## config.mk

```make
export PLATFORM = sky130hd
export DESIGN_NAME = inst_sequencer_flat
export DESIGN_NICKNAME = d
export VERILOG_FILES = /design/src/rtl/inst_sequencer_pkg.sv /design/src/rtl/inst_sequencer_if.sv /design/src/rtl/inst_sequencer_mem.sv /design/src/rtl/inst_sequencer.sv /design/src/flat_wrapper.sv
export SDC_FILE = /design/constraint.sdc
export NUM_CORES = 1
export LEC_CHECK = 0
export ABC_AREA = 1
export ABC_CLOCK_PERIOD_IN_PS = 10100
export CAP_MARGIN = 10
export CORE_UTILIZATION = 30
export DETAILED_ROUTE_END_ITERATION = 6
export GPL_TIMING_DRIVEN = 0
export SLEW_MARGIN = 20
export SYNTH_ARGS = -nofsm -noshare
export SYNTH_HDL_FRONTEND = slang
export SYNTH_SLANG_ARGS = --single-unit
```

## constraint.sdc

```tcl
create_clock -name clk -period 10.1 [get_ports clk]
set_clock_uncertainty 0.2 [all_clocks]
set_input_delay 2.02 -clock clk [delete_from_list [all_inputs] [get_ports clk]]
set_output_delay 2.02 -clock clk [all_outputs]
set_load 0.03 [all_outputs]
```

## src/rtl/inst_sequencer_pkg.sv

```systemverilog
// Shared constants and FSM encoding for the PE-array instruction sequencer.
package inst_sequencer_pkg;

  localparam int SEQ_INST_WIDTH = 64;
  localparam int SEQ_DEPTH      = 16;
  localparam int SEQ_ADDR_WIDTH = 4;
  localparam int SEQ_ITER_WIDTH = 8;

  // All-zero instruction; control decodes it as LOAD with zeroed DSP modes.
  localparam logic [SEQ_INST_WIDTH-1:0] INST_NOP = '0;

  typedef enum logic [1:0] {
    SEQ_IDLE = 2'd0,
    SEQ_RUN  = 2'd1,
    SEQ_FIN  = 2'd2
  } seq_state_t;

endpackage

```

## src/rtl/inst_sequencer_if.sv

```systemverilog
// Host-side program/command bus and instruction output of the sequencer.
interface inst_sequencer_if
  import inst_sequencer_pkg::*;
#(
  parameter int INST_WIDTH = SEQ_INST_WIDTH,
  parameter int DEPTH      = SEQ_DEPTH,
  parameter int ADDR_WIDTH = SEQ_ADDR_WIDTH,
  parameter int ITER_WIDTH = SEQ_ITER_WIDTH
);
  logic                  wr_en;
  logic [ADDR_WIDTH-1:0] wr_addr;
  logic [INST_WIDTH-1:0] wr_inst;
  logic                  start;
  logic [ADDR_WIDTH:0]   prog_len;
  logic [ITER_WIDTH-1:0] iter;
  logic                  hold;
  logic [INST_WIDTH-1:0] inst;
  logic                  inst_valid;
  logic                  busy;
  logic                  done;

  modport master (
    output wr_en, wr_addr, wr_inst, start, prog_len, iter, hold,
    input  inst, inst_valid, busy, done
  );

  modport slave (
    input  wr_en, wr_addr, wr_inst, start, prog_len, iter, hold,
    output inst, inst_valid, busy, done
  );
endinterface

```

## src/rtl/inst_sequencer_mem.sv

```systemverilog
// Program store: DEPTH x INST_WIDTH register file, synchronous write,
// asynchronous read (maps to distributed RAM). Contents are not reset.
module inst_mem #(
  parameter int INST_WIDTH = 64,
  parameter int DEPTH      = 16,
  parameter int ADDR_WIDTH = 4
) (
  input  logic                  clk,
  input  logic                  i_wr_en,
  input  logic [ADDR_WIDTH-1:0] i_wr_addr,
  input  logic [INST_WIDTH-1:0] i_wr_data,
  input  logic [ADDR_WIDTH-1:0] i_rd_addr,
  output logic [INST_WIDTH-1:0] o_rd_data
);
  logic [INST_WIDTH-1:0] r_mem [DEPTH];

  always_ff @(posedge clk) begin
    if (i_wr_en) begin
      r_mem[i_wr_addr] <= i_wr_data;
    end
  end

  assign o_rd_data = r_mem[i_rd_addr];
endmodule

```

## src/rtl/inst_sequencer.sv

```systemverilog
// Replays a host-written program of PE instructions, optionally looping,
// one registered instruction per cycle; drives NOP whenever not issuing.
module inst_sequencer
  import inst_sequencer_pkg::*;
#(
  parameter int INST_WIDTH = SEQ_INST_WIDTH,
  parameter int DEPTH      = SEQ_DEPTH,
  parameter int ADDR_WIDTH = SEQ_ADDR_WIDTH,
  parameter int ITER_WIDTH = SEQ_ITER_WIDTH
) (
  input  logic            clk,
  input  logic            rst_n,
  inst_sequencer_if.slave bus
);
  localparam logic [ADDR_WIDTH:0] LEN_MAX = (ADDR_WIDTH+1)'(DEPTH);

  seq_state_t            r_state;
  seq_state_t            w_state_next;
  logic [ADDR_WIDTH-1:0] r_pc;
  logic [ADDR_WIDTH:0]   r_len;
  logic [ITER_WIDTH-1:0] r_iter;
  logic [ITER_WIDTH-1:0] r_pass;
  logic [INST_WIDTH-1:0] r_inst;
  logic                  r_inst_valid;
  logic                  r_busy;
  logic                  r_done;

  logic [INST_WIDTH-1:0] w_rd_data;
  logic [ADDR_WIDTH:0]   w_len_clamped;
  logic                  w_pc_last;
  logic                  w_pass_last;
  logic                  w_issue;
  logic                  w_mem_we;

  assign w_len_clamped = (bus.prog_len > LEN_MAX) ? LEN_MAX : bus.prog_len;
  assign w_pc_last     = ({1'b0, r_pc} == (r_len - 1'b1));
  assign w_pass_last   = (r_pass == (r_iter - 1'b1));
  // The program is frozen outside IDLE, including during a replay.
  assign w_mem_we      = bus.wr_en && (r_state == SEQ_IDLE);

  inst_mem #(
    .INST_WIDTH (INST_WIDTH),
    .DEPTH      (DEPTH),
    .ADDR_WIDTH (ADDR_WIDTH)
  ) u_inst_mem (
    .clk       (clk),
    .i_wr_en   (w_mem_we),
    .i_wr_addr (bus.wr_addr),
    .i_wr_data (bus.wr_inst),
    .i_rd_addr (r_pc),
    .o_rd_data (w_rd_data)
  );

  always_ff @(posedge clk) begin
    if (!rst_n) begin
      r_state <= SEQ_IDLE;
    end else begin
      r_state <= w_state_next;
    end
  end

  always_comb begin
    w_state_next = r_state;
    w_issue      = 1'b0;
    case (r_state)
      SEQ_IDLE: begin
        if (bus.start) begin
          if (w_len_clamped == '0 || bus.iter == '0) begin
            w_state_next = SEQ_FIN;
          end else begin
            w_state_next = SEQ_RUN;
          end
        end
      end
      SEQ_RUN: begin
        if (!bus.hold) begin
          w_issue = 1'b1;
          if (w_pc_last && w_pass_last) begin
            w_state_next = SEQ_FIN;
          end
        end
      end
      SEQ_FIN: w_state_next = SEQ_IDLE;
      default: w_state_next = SEQ_IDLE;
    endcase
  end

  always_ff @(posedge clk) begin
    if (!rst_n) begin
      r_pc         <= '0;
      r_len        <= '0;
      r_iter       <= '0;
      r_pass       <= '0;
      r_inst       <= '0;
      r_inst_valid <= 1'b0;
      r_busy       <= 1'b0;
      r_done       <= 1'b0;
    end else begin
      r_inst       <= '0;
      r_inst_valid <= 1'b0;
      r_done       <= (r_state == SEQ_FIN);
      // Covers the RUN entry edge and the final issue edge, so busy rises
      // with the start and falls together with the done pulse.
      r_busy       <= (r_state == SEQ_RUN) || (w_state_next == SEQ_RUN);
      if (r_state == SEQ_IDLE && bus.start) begin
        r_len  <= w_len_clamped;
        r_iter <= bus.iter;
        r_pc   <= '0;
        r_pass <= '0;
      end
      if (w_issue) begin
        r_inst       <= w_rd_data;
        r_inst_valid <= 1'b1;
        if (w_pc_last) begin
          if (!w_pass_last) begin
            r_pc   <= '0;
            r_pass <= r_pass + 1'b1;
          end
        end else begin
          r_pc <= r_pc + 1'b1;
        end
      end
    end
  end

  assign bus.inst       = r_inst;
  assign bus.inst_valid = r_inst_valid;
  assign bus.busy       = r_busy;
  assign bus.done       = r_done;
endmodule

```

## src/flat_wrapper.sv

```systemverilog
// flat-port wrapper written by rule: the top's interface ports become plain ports
module inst_sequencer_flat import inst_sequencer_pkg::*;
#(
  parameter int INST_WIDTH = SEQ_INST_WIDTH,
  parameter int DEPTH      = SEQ_DEPTH,
  parameter int ADDR_WIDTH = SEQ_ADDR_WIDTH,
  parameter int ITER_WIDTH = SEQ_ITER_WIDTH
)
  (clk, rst_n, bus_wr_en, bus_wr_addr, bus_wr_inst, bus_start, bus_prog_len, bus_iter, bus_hold, bus_inst, bus_inst_valid, bus_busy, bus_done);
  inst_sequencer_if #(.INST_WIDTH(INST_WIDTH), .DEPTH(DEPTH), .ADDR_WIDTH(ADDR_WIDTH), .ITER_WIDTH(ITER_WIDTH)) bus_i ();
  input  logic clk;
  input  logic rst_n;
  input wire logic [$bits(bus_i.wr_en)-1:0] bus_wr_en;
  input wire logic [$bits(bus_i.wr_addr)-1:0] bus_wr_addr;
  input wire logic [$bits(bus_i.wr_inst)-1:0] bus_wr_inst;
  input wire logic [$bits(bus_i.start)-1:0] bus_start;
  input wire logic [$bits(bus_i.prog_len)-1:0] bus_prog_len;
  input wire logic [$bits(bus_i.iter)-1:0] bus_iter;
  input wire logic [$bits(bus_i.hold)-1:0] bus_hold;
  output wire logic [$bits(bus_i.inst)-1:0] bus_inst;
  output wire logic [$bits(bus_i.inst_valid)-1:0] bus_inst_valid;
  output wire logic [$bits(bus_i.busy)-1:0] bus_busy;
  output wire logic [$bits(bus_i.done)-1:0] bus_done;
  assign bus_i.wr_en = bus_wr_en;
  assign bus_i.wr_addr = bus_wr_addr;
  assign bus_i.wr_inst = bus_wr_inst;
  assign bus_i.start = bus_start;
  assign bus_i.prog_len = bus_prog_len;
  assign bus_i.iter = bus_iter;
  assign bus_i.hold = bus_hold;
  assign bus_inst = bus_i.inst;
  assign bus_inst_valid = bus_i.inst_valid;
  assign bus_busy = bus_i.busy;
  assign bus_done = bus_i.done;
  inst_sequencer #(.INST_WIDTH(INST_WIDTH), .DEPTH(DEPTH), .ADDR_WIDTH(ADDR_WIDTH), .ITER_WIDTH(ITER_WIDTH)) u_core (.clk(clk), .rst_n(rst_n), .bus(bus_i));
endmodule
```

Word-level counts from Yosys, hierarchy flattened

Memories as Yosys holds them, arrays and structs flattened. A register that Yosys moved wholly into a read port is not among the register bits.
Cells that the tools add are included.

Register bits after elaboration: 30
Bits in writable memories: 1024
Output and inout port bits: 67
Word-level logic and storage cells: 48
Memories: 1

Memory list:

| name                    | depth | width | rd ports | clocked after memory_dff | write ports | RTL line                 | RTL |
|---|---|---|---|---|---|---|---|
| u_core.u_inst_mem.r_mem | 16    | 64    | 1        | 1                        | 1           | inst_sequencer_mem.sv:15 | `logic [INST_WIDTH-1:0] r_mem [DEPTH];` |

$add $sub $neg: 4
Order comparisons: 1
Equal/unequal tests: 5
Multiplexer cells: 19
Reduce and logical (&&, ||, !) cells: 10

Operator list:

| operator              | number |
|---|---|
| $mux W8               | 4 |
| $mux W4               | 4 |
| $add A8 B1 Y8 const B | 1 |
| $eq A8 B8 Y1          | 1 |
| $logic_not A8 Y1      | 1 |
| $mux W2               | 4 |
| $sub A8 B1 Y8 const B | 1 |
| $eq A4 B5 Y1          | 1 |
| $gt A5 B5 Y1 const B  | 1 |
| $logic_not A5 Y1      | 1 |
| $mux W1               | 5 |
| $mux W5               | 1 |
| $sub A5 B1 Y5 const B | 1 |
| $add A4 B1 Y4 const B | 1 |
| $eq A2 B1 Y1 const B  | 2 |
| $pmux W2 S2           | 1 |
| $logic_and A1 B1 Y1   | 3 |
| $eq A2 B2 Y1 const B  | 1 |
| $logic_not A2 Y1      | 1 |
| $logic_or A1 B1 Y1    | 2 |
| $reduce_and A2 Y1     | 1 |
| $logic_not A1 Y1      | 1 |

Longest topological paths before layout

Depth after elaboration: 9
Depth in mapped cells: 14
Depth with buffers taken out: 14

Cells and area by module

From an unflattened synthesis, not the netlist that was laid out.

Cells, all modules: 4616
Area total of the unflattened synthesis: 47456.8 sq um

Modules (own cells, without submodules):

| module         | times used | cells an instance | area an instance (sq um) | sequential area each (sq um) |
|---|---|---|---|---|
| inst_mem       | 1          | 4146              | 43893.3                  | 30749.5 |
| inst_sequencer | 1          | 470               | 3563.4                   | 1881.8 |

Worst setup path after synthesis

OpenSTA, ideal clock, no wires.

Kind: input-to-reg
Start point: input bus_wr_en
End point: memory u_core.u_inst_mem.r_mem[10][0] (enable)
Setup time: 487 ps
Arrival time: 5235 ps
Data required time: 9413 ps
Path slack: 4178 ps
Cell stages on the path: 3
Cell sequence: nor3b_1 nand3_1 nor2_1

Word-level cells in the longest chain between the ends: 3

Ends and longest elaborated chain:

| element                       | RTL line                 | RTL |
|---|---|---|
| start: declaration            | flat_wrapper.sv:13       | `input wire logic [$bits(bus_i.wr_en)-1:0] bus_wr_en;` |
| $logic_and A1 B1 Y1           | inst_sequencer.sv:39     | `assign w_mem_we = bus.wr_en && (r_state == SEQ_IDLE);` |
| $mux W1                       | inst_sequencer_mem.sv:18 | `if (i_wr_en) begin` |
| $mux W1 (implied by the code) | inst_sequencer_mem.sv:19 | `r_mem[i_wr_addr] <= i_wr_data;` |
| end: declaration              | inst_sequencer_mem.sv:15 |  |

No other way between the ends.

Worst setup path after layout

Start point: input bus_wr_en
End point: memory u_core.u_inst_mem.r_mem[10][45] (enable)

Same word-level chain as after synthesis.

==> metrics.txt <==
DRT Wirelength about 140000 µm; final instance area 51800 µm²; clock transition at the registers of the reported paths 60 ps; most common cell in the synthesized netlist edfxtp_1; Comb power frac 0.058; post-synthesis adder-cell area fraction 0.00118; Net Sw Frac 0.226; CP bufs+invs 3; Hold Path Class register to register; width of the die 379 µm; top cells by area, synth edfxtp_1 72%, o21ai_0 6.2%, nor2_1 5.1%; sequential area share after synthesis 0.767; Post-CTS Setup Inserts 0; Crit path top cell by count buf_12; hpwl dp 95100 µm; IO Count 153; Avg WL per Cell between 20 and 30 µm; commonest register cell after synthesis edfxtp_1; GPL Wtd Cong between 0.8 and 0.9; Post-synth top cells 1024 x edfxtp_1, 578 x nor2_1, 529 x o21ai_0, 189 x clkbuf_1, 173 x o221ai_1; CTS hold repair buffers 0; Crit Path Class input port to register; largest delay contributor family on the critical path simple AND/OR/NAND/NOR gates; required time at the worst-slack endpoint 10310 ps; placed cell areas 48000 µm²; Slew @ Worst Pin 1150 ps; YS warnings 0; area growth from synthesis to layout 21.8%; top-area cell type share of the netlist area 0.722; critical path, cell by cell clkdlybuf4s50_1 -> nor3b_1 -> nand3_1 -> nor2_4 -> buf_12 -> buf_12; Yosys cell types 31; sequential share of power 0.512; Leakage roughly 16 nW; max_cap viols 0; crit-path max FO 18; Post-Syn Nets ~3200; Die Footprint around 140000 µm²; post-synthesis simple-gate area fraction 0.0681; Initial Util 0.304; layout net count 3532; cell-internal power 7.74 mW; Final ANT Viol Nets 0; CTS buffer count 119; initial antenna violation count 20; Mapped Area 42600 µm²; Worst VDD drop about 0.16 mV; layout cells sized above 1 0.0797; row count 137; PortBufs 152; Syn Inst Count about 3100; Clock Sinks 1118; Slew HR 0.231; startpoint class of the critical path input port; pwr dens 193 nW/µm²; CP endpoint kind register; CTS tree done; clock share of power 0.430; largest area contributor in the netlist edfxtp_1; All-Layer GR Usage 0.195; status finished, final reports clean; final setup violation count 0; via count of the first global-routing pass 27859; initial DRC count 4288; RSZ-0062 raised after global routing no; first-pass GRT wire length around 200000 µm; worst slack, placed 4670 ps; root buf cell clkbuf_16; DRT Pass-1 Iters 6; Final min period between 4000 and 5000 ps; Post-Place Cells 5197; Critical Path AT 4930 ps; clock buffer depth 3; Final Max Tran Viols 0; gr ovfl total 0; Worst-Skew Late Latency 750 ps; Syn Area/Cell 13.7 µm²; setup ws final 5390 ps; EDFF count, synth 1024; fmax 212 MHz; CORE AREA 140000 µm²; Worst path max stage delay approximately 750 ps; period utilization 0.467; Yosys reg bits 1118; vias 29114; fin cells 5421; DRC 0; die height 379 µm; final hold violation count 0; Synth async-reset ratio 0; largest family of logic cells by synthesized area compound AO/OA/AOI/OAI gates; H-Tree Depth 3; XOR/XNOR share of the synthesized area 0.00329; Worst path slowest cell nor2_4; post-CTS sizing 0; Via density 5.37; switching power approximately 2.3 mW; multiplexer share of the synthesized area 0; pin count of the biggest net entering global routing 21; Synth Area in Compound Gates 0.136
[flip-flops by register name, summed over array words and instances (netlist names)]
register	cells
u_core.u_inst_mem.r_mem	1024
u_core.bus.inst	64
u_core.r_iter	8
u_core.r_pass	8
u_core.r_len	5
u_core.r_pc	4
u_core.r_state	2
u_core.bus.busy	1
u_core.bus.done	1
u_core.bus.inst_valid	1
[worst register-to-register path, stage by stage, from the launching register on]
cell and delay, ps:
dfxtp_1 310, buf_2 200, inv_1 150, clkbuf_1 780, clkbuf_1 790, o21ai_0 290, o221ai_1 230, nand3_1 240
a21oi_1 490
[final cells by class]
class                   instances  area (µm²)
diodes                          8        20.0
plain buffers                 225         901
clock buffers                 152        3170
clock inverters                64         613
fillers                     13337       88400
inverters                      46         173
multi-input cells            1718        8980
flip-flops and latches       1118       32600
well taps                    1876        2350
repair buffers                214        3000
[per-stage QoR]
step,hold WS (ps),utilization,power (mW),setup TNS (ps)
global placement,265,0.331,5.77,-122970
floorplan,246,-,5.48,0
global route,300,0.370,10.2,0
CTS,284,0.369,10.0,0
finish,285,0.370,10.0,0
detailed placement,275,0.343,5.79,0
[path summary, 6_finish.rpt]
| path | start | endpoint | slack, ps | cells past startpoint |
|---|---|---|---|---|
| max | bus_wr_en | u_core.u_inst_mem.r_mem[10][45] | 5390 | 6 |
| min | u_core.r_state[0] | u_core.bus.done | 280 | 1 |
| max reg2reg | u_core.r_pc[1] | u_core.bus.inst[35] | 6240 | 8 |
| min reg2reg | u_core.r_state[0] | u_core.bus.done | 280 | 1 |
[power groups by stage]
stage	sequential (mW)	combinational, mW	clock, mW
final	5.13	0.576	4.30
after global routing	5.13	0.611	4.51
after CTS	5.12	0.567	4.34
after detailed placement	5.22	0.564	0
after global placement	5.23	0.533	0
after floorplan	5.24	0.240	0
[cell families (layout without fill, tap and decap cells)]
logic type                 count (synthesis)  after routing
DFF                                     1118           1118
adders and majority gates                  4              4
and+or+nand+nor                          738            738
buffers and inverters                    271            701
xor gates and xnor gates                  16             16
AOI/OAI and AO/OA                        960            960
other                                      0              8
[layout by cell type (no fill, tap or decap), drive strengths merged]
master            n
nand3            74
a21oi            88
buf              98
or2               1
nor4              2
dfxtp            94
o211ai           83
inv              49
ha                4
a211oi            2
o31ai             1
diode             8
o221ai          173
clkdlybuf4s50   152
nand4             4
nor3              1
o22ai            83
nand2            75
nor2            579
nor3b             2
xor2              9
o21ai           530
xnor2             7
clkinvlp          7
edfxtp         1024
clkbuf          341
clkinv           43
bufinv           11
[routing by layer]
metal,global-route usage,routed length [µm]
met1,0.255,56200
met2,0.303,64400
met3,0.0567,16700
met4,0.0752,4860
met5,0,94
No activity file was read; power rests on OpenSTA's default activity.
